**src/rtl/alu_bist_driver.sv**
```systemverilog
// ALU built-in self-test driver: walks all eleven opcodes with LFSR operands and
// folds every ALU response into a MISR signature that is compared with a golden value.

module alu_bist_driver #(
   parameter int          DATA_W  = 8,
   parameter int          OUT_W   = 16,
   parameter int          VECTORS = 16,
   parameter int          LATENCY = 1,
   parameter logic [15:0] SEED    = 16'hACE1
) (
   input  logic              clk,
   input  logic              reset_n,
   input  logic              start,
   input  logic              abort,
   input  logic [OUT_W-1:0]  golden_sig,
   output logic              alu_en,
   output logic [DATA_W-1:0] alu_a,
   output logic [DATA_W-1:0] alu_b,
   output logic [3:0]        alu_opcode,
   input  logic [OUT_W-1:0]  alu_out,
   input  logic              alu_cout,
   input  logic              alu_ouflag,
   output logic              busy,
   output logic              done,
   output logic              pass,
   output logic [OUT_W-1:0]  signature
);

   typedef enum logic [1:0] {
      S_IDLE  = 2'd0,
      S_ISSUE = 2'd1,
      S_WAIT  = 2'd2,
      S_DONE  = 2'd3
   } state_t;

   localparam logic [3:0] OP_DIV    = 4'b1100;
   localparam logic [3:0] IDX_LAST  = 4'd10;
   localparam logic [7:0] VEC_LAST  = 8'(VECTORS - 1);
   localparam logic [2:0] WAIT_LAST = 3'(LATENCY - 1);

   function automatic logic [15:0] lfsr_step(input logic [15:0] l);
      return {l[14:0], l[15] ^ l[13] ^ l[12] ^ l[10]};
   endfunction

   function automatic logic [OUT_W-1:0] misr_step(input logic [OUT_W-1:0] m,
                                                  input logic [OUT_W-1:0] r,
                                                  input logic             c,
                                                  input logic             f);
      return {m[OUT_W-2:0], m[15] ^ m[13] ^ m[12] ^ m[10]}
             ^ r ^ {{(OUT_W-2){1'b0}}, c, f};
   endfunction

   function automatic logic [3:0] op_of(input logic [3:0] idx);
      case (idx)
         4'd0:    return 4'b1111;
         4'd1:    return 4'b1110;
         4'd2:    return 4'b1101;
         4'd3:    return 4'b1100;
         4'd4:    return 4'b1011;
         4'd5:    return 4'b1010;
         4'd6:    return 4'b0111;
         4'd7:    return 4'b0110;
         4'd8:    return 4'b0101;
         4'd9:    return 4'b0100;
         4'd10:   return 4'b0011;
         default: return 4'b0000;
      endcase
   endfunction

   state_t              state_q, state_d;
   logic [15:0]         lfsr_q, lfsr_d;
   logic [OUT_W-1:0]    misr_q, misr_d;
   logic [3:0]          idx_q, idx_d;
   logic [7:0]          cnt_q, cnt_d;
   logic [2:0]          wcnt_q, wcnt_d;
   logic                alu_en_q, alu_en_d;
   logic [DATA_W-1:0]   alu_a_q, alu_a_d;
   logic [DATA_W-1:0]   alu_b_q, alu_b_d;
   logic [3:0]          alu_op_q, alu_op_d;
   logic                busy_q, busy_d;
   logic                done_q, done_d;
   logic                pass_q, pass_d;

   logic                load_issue_s;
   logic [15:0]         issue_lfsr_s;
   logic [3:0]          issue_idx_s;
   logic [3:0]          issue_op_s;
   logic [OUT_W-1:0]    misr_next_s;

   // Next-state, counter, MISR and registered-output computation
   always_comb begin
      state_d      = state_q;
      lfsr_d       = lfsr_q;
      misr_d       = misr_q;
      idx_d        = idx_q;
      cnt_d        = cnt_q;
      wcnt_d       = wcnt_q;
      alu_en_d     = 1'b0;
      alu_a_d      = alu_a_q;
      alu_b_d      = alu_b_q;
      alu_op_d     = alu_op_q;
      busy_d       = busy_q;
      done_d       = done_q;
      pass_d       = pass_q;
      load_issue_s = 1'b0;
      issue_lfsr_s = lfsr_q;
      issue_idx_s  = idx_q;
      issue_op_s   = 4'b0000;
      misr_next_s  = misr_step(misr_q, alu_out, alu_cout, alu_ouflag);

      if (abort) begin
         state_d  = S_IDLE;
         busy_d   = 1'b0;
         done_d   = 1'b0;
         pass_d   = 1'b0;
         alu_a_d  = '0;
         alu_b_d  = '0;
         alu_op_d = 4'b0000;
      end else begin
         case (state_q)
            S_IDLE, S_DONE: begin
               if (start) begin
                  state_d      = S_ISSUE;
                  misr_d       = '0;
                  lfsr_d       = SEED;
                  idx_d        = 4'd0;
                  cnt_d        = 8'd0;
                  busy_d       = 1'b1;
                  done_d       = 1'b0;
                  pass_d       = 1'b0;
                  load_issue_s = 1'b1;
                  issue_lfsr_s = SEED;
                  issue_idx_s  = 4'd0;
               end else begin
                  state_d = state_q;
               end
            end
            S_ISSUE: begin
               state_d = S_WAIT;
               wcnt_d  = 3'd0;
            end
            S_WAIT: begin
               if (wcnt_q == WAIT_LAST) begin
                  misr_d = misr_next_s;
                  lfsr_d = lfsr_step(lfsr_q);
                  if (cnt_q == VEC_LAST) begin
                     cnt_d = 8'd0;
                     if (idx_q == IDX_LAST) begin
                        // pass compares the signature including this final capture
                        state_d  = S_DONE;
                        busy_d   = 1'b0;
                        done_d   = 1'b1;
                        pass_d   = (misr_next_s == golden_sig);
                        alu_a_d  = '0;
                        alu_b_d  = '0;
                        alu_op_d = 4'b0000;
                     end else begin
                        state_d      = S_ISSUE;
                        idx_d        = idx_q + 4'd1;
                        load_issue_s = 1'b1;
                        issue_lfsr_s = lfsr_step(lfsr_q);
                        issue_idx_s  = idx_q + 4'd1;
                     end
                  end else begin
                     state_d      = S_ISSUE;
                     cnt_d        = cnt_q + 8'd1;
                     load_issue_s = 1'b1;
                     issue_lfsr_s = lfsr_step(lfsr_q);
                     issue_idx_s  = idx_q;
                  end
               end else begin
                  wcnt_d = wcnt_q + 3'd1;
               end
            end
            default: begin
               state_d  = S_IDLE;
               busy_d   = 1'b0;
               done_d   = 1'b0;
               pass_d   = 1'b0;
               alu_a_d  = '0;
               alu_b_d  = '0;
               alu_op_d = 4'b0000;
            end
         endcase
      end

      // Operands for the upcoming ISSUE cycle, with the divide-by-zero guard
      if (load_issue_s) begin
         issue_op_s = op_of(issue_idx_s);
         alu_en_d   = 1'b1;
         alu_a_d    = issue_lfsr_s[15 -: DATA_W];
         alu_op_d   = issue_op_s;
         if ((issue_op_s == OP_DIV) && (issue_lfsr_s[DATA_W-1:0] == '0)) begin
            alu_b_d = {{(DATA_W-1){1'b0}}, 1'b1};
         end else begin
            alu_b_d = issue_lfsr_s[DATA_W-1:0];
         end
      end else begin
         issue_op_s = 4'b0000;
      end
   end

   // State and output registers
   always_ff @(posedge clk or negedge reset_n) begin
      if (!reset_n) begin
         state_q  <= S_IDLE;
         lfsr_q   <= SEED;
         misr_q   <= '0;
         idx_q    <= 4'd0;
         cnt_q    <= 8'd0;
         wcnt_q   <= 3'd0;
         alu_en_q <= 1'b0;
         alu_a_q  <= '0;
         alu_b_q  <= '0;
         alu_op_q <= 4'b0000;
         busy_q   <= 1'b0;
         done_q   <= 1'b0;
         pass_q   <= 1'b0;
      end else begin
         state_q  <= state_d;
         lfsr_q   <= lfsr_d;
         misr_q   <= misr_d;
         idx_q    <= idx_d;
         cnt_q    <= cnt_d;
         wcnt_q   <= wcnt_d;
         alu_en_q <= alu_en_d;
         alu_a_q  <= alu_a_d;
         alu_b_q  <= alu_b_d;
         alu_op_q <= alu_op_d;
         busy_q   <= busy_d;
         done_q   <= done_d;
         pass_q   <= pass_d;
      end
   end

   assign alu_en     = alu_en_q;
   assign alu_a      = alu_a_q;
   assign alu_b      = alu_b_q;
   assign alu_opcode = alu_op_q;
   assign busy       = busy_q;
   assign done       = done_q;
   assign pass       = pass_q;
   assign signature  = misr_q;

endmodule

```
**config.mk**
```make
export PLATFORM = sky130hd
export DESIGN_NAME = alu_bist_driver
export DESIGN_NICKNAME = d
export VERILOG_FILES = /design/src/rtl/alu_bist_driver.sv
export SDC_FILE = /design/constraint.sdc
export NUM_CORES = 1
export LEC_CHECK = 0
export BUFFER_PORTS_ARGS = -buffer_cell sky130_fd_sc_hd__buf_2
export CORE_ASPECT_RATIO = 0.8
export CORE_UTILIZATION = 35
export CTS_BUF_LIST = sky130_fd_sc_hd__clkbuf_2
export CTS_CLUSTER_DIAMETER = 120
export DETAILED_ROUTE_END_ITERATION = 8
export PLACE_DENSITY_LB_ADDON = 0.3
export SYNTH_ARGS = -nofsm -noshare
export SYNTH_HDL_FRONTEND = slang
export SYNTH_SLANG_ARGS = --single-unit
```
**constraint.sdc**
```tcl
create_clock -name clk -period 2.4 [get_ports clk]
set_input_delay 0.12 -clock clk [delete_from_list [all_inputs] [get_ports clk]]
set_output_delay 0.12 -clock clk [all_outputs]
set_load 0.01 [all_outputs]
```
# After elaboration in Yosys (flattened, before gate mapping)
# Memories as Yosys holds them, arrays and structs flattened.
# Cells that the tools add are included.
dict set report totals {
  ff_bits 73
  inputBits 38
  mem_bits_ro 64
  n_memories 1
}
dict set report op_classes {
  n_mux 68
  n_eq_ne 14
  reduce_logical 18
  bitwise 9
  addsub 3
}
# name words width read_ports rd_clocked_by_memory_dff wr line_no
set mem_list {}
lappend mem_list {{(name not given)} 16 4 1 0 0 54} ;# case (idx)
# op count
set ops {}
lappend ops {{2-to-1 mux 16 bit} 8}
lappend ops {{one-hot mux 16 bit (2 select lines)} 3}
lappend ops {{2-to-1 mux 8 bit} 11}
lappend ops {{2-to-1 mux 4 bit} 12}
lappend ops {{2-to-1 mux 1 bit} 20}
lappend ops {{equality test 16 bit} 1}
lappend ops {{one-hot mux 8 bit (2 select lines)} 1}
lappend ops {{bitwise XOR 16 bit} 1}
lappend ops {{bitwise XOR 16 x 2 -> 16 bit} 1}
lappend ops {{nonzero test 3 bit} 5}
lappend ops {{inequality test 3 bit, second input constant} 4}
lappend ops {{2-to-1 mux 2 bit} 5}
lappend ops {{adder 8 x 1 -> 8 bit, second input constant} 1}
lappend ops {{equality test 4 bit, second input constant} 2}
lappend ops {{equality test 8 x 4 -> 1 bit, second input constant} 1}
lappend ops {{logical NOT 8 bit} 1}
lappend ops {{one-hot mux 1 bit (2 select lines)} 4}
lappend ops {{one-hot mux 4 bit (2 select lines)} 1}
lappend ops {{AND reduction 4 bit} 2}
lappend ops {{inequality test 2 bit, second input constant} 3}
lappend ops {{one-hot mux 2 bit (3 select lines)} 1}
lappend ops {{one-hot mux 3 bit (2 select lines)} 1}
lappend ops {{AND reduction 3 bit} 2}
lappend ops {{bitwise XOR 1 bit} 6}
lappend ops {{other kinds (13)} 15}

# Longest topological paths before layout
# Gate-level depths: netlist (run 1).
dict set report depth {
  depth_word 12
  ltp_mapped 11
  depth_no_buf 9
}

# Worst setup path before layout (run 1)
# No wires, ideal clock.
dict set report synth_timing {
  path_kind {register to register}
  startpoint {register state_q[0]}
  endpoint {register alu_op_q[1], in the netlist alu_opcode[1]}
  path_stages_with_launch 9
  period_less_slack_ps 2295
  path_slack_ps 105
  arrival_ps 2191
  n_path_buf 1
  t_required_ps 2296
  cell_sequence {dfrtp_1 > ha_1 > or2_0 > buf_2 > a311o_1 > o311ai_4 > and3_1 > or4b_1 > o311ai_1}
}
dict set report synth_via {
  elab_chain_len 7
  word_cells_on_any_way 16
}
# item line_no
set synth_rtl {}
lappend synth_rtl {{start, declared} 70} ;# state_t state_q, state_d;
lappend synth_rtl {{start signal, assigned} 220} ;# state_q <= state_d;
lappend synth_rtl {{equality test 2 bit / logical NOT 2 bit (equally long branches)} 120} ;# case (state_q)
lappend synth_rtl {{OR reduction 2 bit} 120}
lappend synth_rtl {{one-hot mux 4 bit (2 select lines)} n/a}
lappend synth_rtl {{2-to-1 mux 4 bit} n/a}
lappend synth_rtl {{memory (16 x 4 bit)} n/a}
lappend synth_rtl {{2-to-1 mux 4 bit (2 in series)} 188} ;# if (load_issue_s) begin
lappend synth_rtl {{end signal, assigned} 229} ;# alu_op_q <= alu_op_d;
lappend synth_rtl {{end, declared} 79} ;# logic [3:0] alu_op_q, alu_op_d;
# Several ways; a longest one is shown, not always the timed one. The select of a mux whose other input is x is not followed.
# A chain may end at the register's enable or synchronous reset.

# Worst setup path after layout (run 1)
dict set report layout_timing {
  startpoint {register cnt_q[0]}
  endpoint {register alu_op_q[1], in the netlist alu_opcode[1]}
}
dict set report layout_via {
  elab_chain_len 8
  word_cells_on_any_way 17
}
# item line_no
set layout_rtl {}
lappend layout_rtl {{start, declared} 74} ;# logic [7:0] cnt_q, cnt_d;
lappend layout_rtl {{start signal, assigned} 224} ;# cnt_q <= cnt_d;
lappend layout_rtl {{equality test 8 x 4 -> 1 bit (*)} 146} ;# if (cnt_q == VEC_LAST) begin
lappend layout_rtl {{2-to-1 mux 4 bit} 146}
lappend layout_rtl {{2-to-1 mux 4 bit} n/a}
lappend layout_rtl {{one-hot mux 4 bit (2 select lines)} n/a}
lappend layout_rtl {{2-to-1 mux 4 bit} n/a}
lappend layout_rtl {{memory (16 x 4 bit)} n/a}
lappend layout_rtl {{2-to-1 mux 4 bit (2 in series)} 188}
# Every way passes the cells marked *; elsewhere a longest branch is shown, timed or not. The select of a mux whose other input is x is not followed.

==> results of run 1 <==
==> cells in the mapped netlist, drive strengths merged (9+ instances only) <==
library cell | number | share of area (%)
nand2 | 66 | 6.1
clkbuf | 18 | 1.7
a21oi | 15 | 1.8
a22o | 12 | 2.6
nor2 | 28 | 2.6
dfrtp | 65 | 40
nand3 | 9 | 1.2
mux2i | 10 | 2.4
inv | 11 | 1.0
xor2 | 21 | 4.5
o21ai | 50 | 6.1
xnor2 | 25 | 5.4
==> state kept, by name (all words and copies together), names as in the netlist, 2 cells and up <==
signal / count
lfsr_q: 16
signature: 16
alu_a: 8
alu_b: 8
cnt_q: 8
alu_opcode: 4
idx_q: 4
wcnt_q: 3
state_q: 2
==> cells by family (layout without fill, tap and decap cells) <==
family / Yosys count / count (layout) / share of synthesized area [%]
fa+ha+maj: 8 / 8 / 2.450
buf+inv: 37 / 159 / 3.735
xor+xnor: 46 / 46 / 9.859
simple gates: 137 / 137 / 15.83
mux: 10 / 10 / 2.450
compound gates: 127 / 127 / 20.73
flops: 73 / 73 / 44.95
==> final timing paths <==
kind / to / cells after the start / slack, ns
worst max-delay path: alu_opcode[1] / 7 / 0.11
worst min-delay path: pass / 6 / 0.06
worst max register to register: alu_opcode[1] / 7 / 0.11
worst min register to register: alu_b[1] / 2 / 0.51
max in group asynchronous: alu_b[0] / 3 / 1.63
min in group asynchronous: lfsr_q[9] / 2 / 0.09
==> critical path, delay by kind of cell (launching register included) <==
kind | cells | cell delay (ns)
AO/OA/AOI/OAI | 2 | 0.41
adder cells (fa/ha/maj) | 1 | 0.23
flip-flops | 1 | 0.43
AND/OR/NAND/NOR | 4 | 1.14
==> stage by stage <==
step | util (%) | total power [W]
detailed placement | 43.04 | 0.002281
floorplan | - | 0.001953
finish | 47.01 | 0.002998
global placement | 43.04 | 0.002261
global route | 47.01 | 0.003181
CTS | 46.16 | 0.003003
==> where the power goes <==
part / switching [W] / leakage (nW) / internal (W)
combinational: 0.000495 / 1.43 / 0.000394
sequential: 0.0000902 / 0.976 / 0.00134
clock: 0.000441 / 0.0654 / 0.000237
==> final cells by class <==
cell class	count	area (µm²)
fill	1032	5883
multi-input combinational	328	2186
sequential	73	1838
timing repair buffer	132	865.8
tap	144	180.2
clock inverter	6	58.81
clock buffer	10	50.05
inverter	11	41.29
==> per-layer routing <==
metal,vias to the layer above,wire length [µm],track usage (%)
met5,-,0,0
met4,0,172,5.816
met3,18,439,3.588
met2,87,5187,30.16
met1,1805,5148,26.98
li1,1789,-,-
==> timing repair <==
action                                 CTS  global route
pin swaps                                1             1
setup endpoints to repair                1             6
setup buffers                            1             2
hold buffers                            22             0
gates resized for setup                  5            21
gates cloned                             0             0
endpoints found under the hold margin   75             0
==> results.md, run 1 <==
* Die H at 98.65 µm
* Period minus WS final at 2.295 ns
* Mapped Nets at 484
* Post-place setup slack at -0.01435 ns
* CP Data Arrival Time at 2.74 ns
* Final setup fails at 0
* Max-slew violations at 0
* Most frequent cells in the layout: buf_2, nand2_1, dfrtp_1, o21ai_1, buf_4
* Final hold vios at 0
* Core area at 11100 µm²
* GP Congestion at 0.8440
* Layout cells sized above 1 at 28.21%
* EDFF count, synth at 0
* 1st-pass router iterations at 5
* CP Launch Point: cnt_q[0]
* Post-route cell area at 5220 µm²
* CP max stage delay at 0.45 ns
* Worst clock skew at 0.01246 ns
* Io pins at 78
* Cts bufs inserted at 9
* Synth unique cells at 62
* DRC viols at 0
* Min-delay worst type: in -> reg
* Vias in the first global route at 3654
* Hold_ws at 0.05552 ns
* Root Driver: clkbuf_2
* P_leak at 2.474 nW
* Req. time, crit path at 2.84 ns
* Die width at 122.8 µm
* DP Cell Count at 663
* Worst slew margin at 60.45%
* Synthesized area at 4086 µm²
* Critical-path top delay cell: or4b_1
* Clock sink count at 73
* Worst vdd ir at 0.0002950 V
* Synth Flop Type: dfrtp_1
* Worst setup EP type: flop
* Htree depth at 3
* Setup CP Type: reg -> reg
* Gr usage total at 19.29%
* Area grow syn2layout at 27.74%
* Vias per inst at 5.254
* Result of the run: completed
* Register area share after synthesis at 44.95%
* Setup crit start kind: flop
* Yosys warns at 0
* Synth Area per Inst at 9.330 µm²
* Yosys reg bits at 73
* CP cell instances: ha_1, and4bb_4, nand3_4, o311ai_4, and3_4, or4b_1, o311ai_1
* Final worst setup slack at 0.1050 ns
* Area post-placement at 4778 µm²
* Fin nets at 601
* Max Freq at 0.4357 GHz
* Commonest non-fill, non-tap cell in the layout: buf_2
* Clock latency on the worst-skew pair at 0.54 ns
* Antenna violations before repair at 0
* Via count at 3699
* Post-route ant nets at 0
* Power density cells at 574.3 nW/µm²
* Routed wire length at 10950 µm
* Fin cells at 704
* Initial Util at 36.80%
* Synth Instances at 438
* Grt ovf at 0
* Max-cap violations at 0
* N_diodes at 0
* DPL Wire Length at 7721 µm
* Initial DRC count at 276
* Post-Route Setup TNS at 0 ns
* Die ar. at 12110 µm²
* CP Max Fanout at 7
* Slew at the pin with the worst max-slew slack at 0.5932 ns
* Hold_sp: golden_sig[11]
* Async S/R FF share, synth at 100.0%
* Row count at 34
* First-pass GRT wire length at 18390 µm
* PortBufs at 77
* Max clock buf depth at 2
* Pin count of the biggest net entering global routing at 34
* Final worst-path cycle share at 95.62%
* Worst-path clk slew at 0.20 ns
* RSZ-0062 raised after global routing: true
* CTS tree: yes
* Drt wl/cell at 15.55 µm
* RR Startpoint: cnt_q[0]
(Power assumes the default switching activity.)
==> run 2, diff against run 1 <==
--- a/config.mk
+++ b/config.mk
@@ -12,6 +12,7 @@
 export CTS_CLUSTER_DIAMETER = 120
 export DETAILED_ROUTE_END_ITERATION = 8
 export PLACE_DENSITY_LB_ADDON = 0.3
+export RECOVER_POWER = 25
 export SYNTH_ARGS = -nofsm -noshare
 export SYNTH_HDL_FRONTEND = slang
 export SYNTH_SLANG_ARGS = --single-unit
==> run 2 against run 1 <==
First-iteration DRC count decreased by 5.4%. Critical path depth stayed put. Routed wire length rose by 0.11%. Worst setup slack gained 0.0047 ns. Worst hold slack better by 0.018 ns. Critical path type unchanged. Flip-flop and latch count unchanged. Core utilization down 0.15 points. Sequential power about the same. Global-route usage did not move. Cell area shrank 0.31%.
==> results.md, run 2 (same netlist as run 1, synthesis figures left out) <==
* Die H at 98.65 µm (unchanged)
* Worst clock skew at 0.01318 ns (was 0.01246 ns)
* Io pins at 78 (unchanged)
* Area grow syn2layout at 27.34% (was 27.74%)
* RR Startpoint: cnt_q[0] (unchanged)
* Clock latency on the worst-skew pair at 0.53 ns (was 0.54 ns)
* Setup crit start kind: flop (unchanged)
* PortBufs at 77 (unchanged)
* Worst r2r dst: alu_opcode[1] (unchanged)
* Core area at 11100 µm² (unchanged)
* Max-cap violations at 0 (unchanged)
* Layout cells sized above 1 at 28.04% (was 28.21%)
* Final worst-path cycle share at 95.43% (was 95.62%)
* P_leak at 2.466 nW (was 2.474 nW)
* Hold_ws at 0.07393 ns (was 0.05552 ns)
* Cts bufs inserted at 9 (unchanged)
* Die ar. at 12110 µm² (unchanged)
* Worst vdd ir at 0.0002956 V (was 0.0002950 V)
* DRC viols at 0 (unchanged)
* Area of the multi-input gates at 2186 µm² (unchanged)
* CP Max Fanout at 7 (unchanged)
* Worst setup EP type: flop (unchanged)
* Root Driver: clkbuf_2 (unchanged)
* R2R cell count at 7 (unchanged)
* Row count at 34 (unchanged)
* CP Data Arrival Time at 2.73 ns (was 2.74 ns)
* Period minus WS final at 2.290 ns (was 2.295 ns)
* Slew at the pin with the worst max-slew slack at 1.352 ns (was 0.5932 ns)
* Result of the run: completed (unchanged)
* Commonest non-fill, non-tap cell in the layout: buf_2 (unchanged)
* Filler Cell Count at 1033 (was 1032)
* Antenna violations before repair at 0 (unchanged)
* RSZ-0062 raised after global routing: true (unchanged)
* Drt wl/cell at 15.57 µm (was 15.55 µm)
* 1st-pass router iterations at 5 (unchanged)
* N_diodes at 0 (unchanged)
* Via count at 3733 (was 3699)
* Setup CP Type: reg -> reg (unchanged)
* First-pass GRT wire length at 18390 µm (unchanged)
* Most frequent cells in the layout: buf_2, nand2_1, dfrtp_1, o21ai_1, buf_4 (unchanged)
* Final setup fails at 0 (unchanged)
* Min-delay worst type: in -> reg (unchanged)
* Worst-path clk slew at 0.20 ns (about the same)
* Req. time, crit path at 2.84 ns (about the same)
* Vias per inst at 5.303 (was 5.254)
* Htree depth at 3 (unchanged)
* Post-Route Setup TNS at 0 ns (unchanged)
* Max-slew violations at 0 (unchanged)
* Post-route ant nets at 0 (unchanged)
* Initial Util at 36.80% (unchanged)
* Grt ovf at 0 (unchanged)
* CTS tree: yes (unchanged)
* FF-to-FF setup slack at 0.11 ns (about the same)
* Hold EP: pass (unchanged)
* Worst slew margin at 9.845% (was 60.45%)
* Vias in the first global route at 3654 (unchanged)
* Clock sink count at 73 (unchanged)
* Initial DRC count at 261 (was 276)
* Cell count of the worst hold path at 6 (unchanged)
* Fin cells at 704 (unchanged)
* GP Congestion at 0.8440 (unchanged)
* Power consumption at 0.002993 W (was 0.002998 W)
* Die width at 122.8 µm (unchanged)
* Final hold vios at 0 (unchanged)
* Power density cells at 575.2 nW/µm² (was 574.3 nW/µm²)
* Gr usage total at 19.29% (unchanged)
* Max clock buf depth at 2 (unchanged)
* Storage cell area at 1838 µm² (unchanged)
* Max Freq at 0.4366 GHz (was 0.4357 GHz)
* Fin nets at 601 (unchanged)
* Routed wire length at 10960 µm (was 10950 µm)
* DP Cell Count at 663 (unchanged)
* Hold_sp: golden_sig[13] (was golden_sig[11])
* DPL Wire Length at 7721 µm (unchanged)
* Pin count of the biggest net entering global routing at 34 (unchanged)
-- run 2: per-stage QoR --
step	worst slack (ns)	instance area, µm²	utilization [%]
after floorplan	0.1049	4086	-
after global placement	0.09781	4778	43.04
after detailed placement	-0.01435	4778	43.04
after CTS	0.02719	5125	46.16
after global routing	-0.03012	5204	46.87
final	0.1098	5204	46.87
-- run 2: worst max path at each step --
stage,slack (ns),startpoint,depth (start not counted),to
after floorplan,0.10,state_q[0],8,alu_opcode[1]
after global placement,0.1,state_q[0],6,alu_opcode[1]
after detailed placement,-0.01,state_q[0],8,alu_opcode[1]
after CTS,0.03,state_q[0],7,alu_opcode[1]
after global routing,-0.03,wcnt_q[1],9,alu_opcode[1]
final,0.11,cnt_q[0],7,alu_opcode[1]
-- run 2: timing repair --
| action | CTS | global route |
|---|---|---|
| pin swaps | 1 | 1 |
| setup endpoints to repair | 1 | 6 |
| setup buffers | 1 | 2 |
| hold endpoints to repair | 75 | 0 |
| hold buffers | 22 | 0 |
| resized for setup | 5 | 21 |
-- run 2: per-layer routing --
metal / GRT usage (%) / up-vias / part of all wire [%]
li1: - / 1789 / -
met3: 3.588 / 18 / 4.4
met5: 0 / - / 0
met2: 30.16 / 96 / 47
met1: 26.98 / 1830 / 47
met4: 5.816 / 0 / 1.6
-- run 2: report_power, final --
part | total (W) | switching (W) | internal, W
sequential | 0.00143 | 0.0000901 | 0.00134
combinational | 0.000887 | 0.000495 | 0.000391
clock | 0.000676 | 0.000439 | 0.000237
total | 0.00299 | 0.00102 | 0.00197
-- run 2: final cells by class --
cell class / instances / area share [%]
multi-input cells: 328 / 42.01
flip-flops and latches: 73 / 35.32
repair buffers: 132 / 16.33
well taps: 144 / 3.462
clock inverters: 6 / 1.130
clock buffers: 10 / 0.9618
inverters: 11 / 0.7935
-- run 2: critical path: stages (launching register included) --
cell,delay (ns)
dfrtp_1,0.44
ha_1,0.23
and4bb_4,0.32
nand3_4,0.12
o311ai_4,0.30
and3_4,0.24
or4b_1,0.45
o311ai_1,0.11
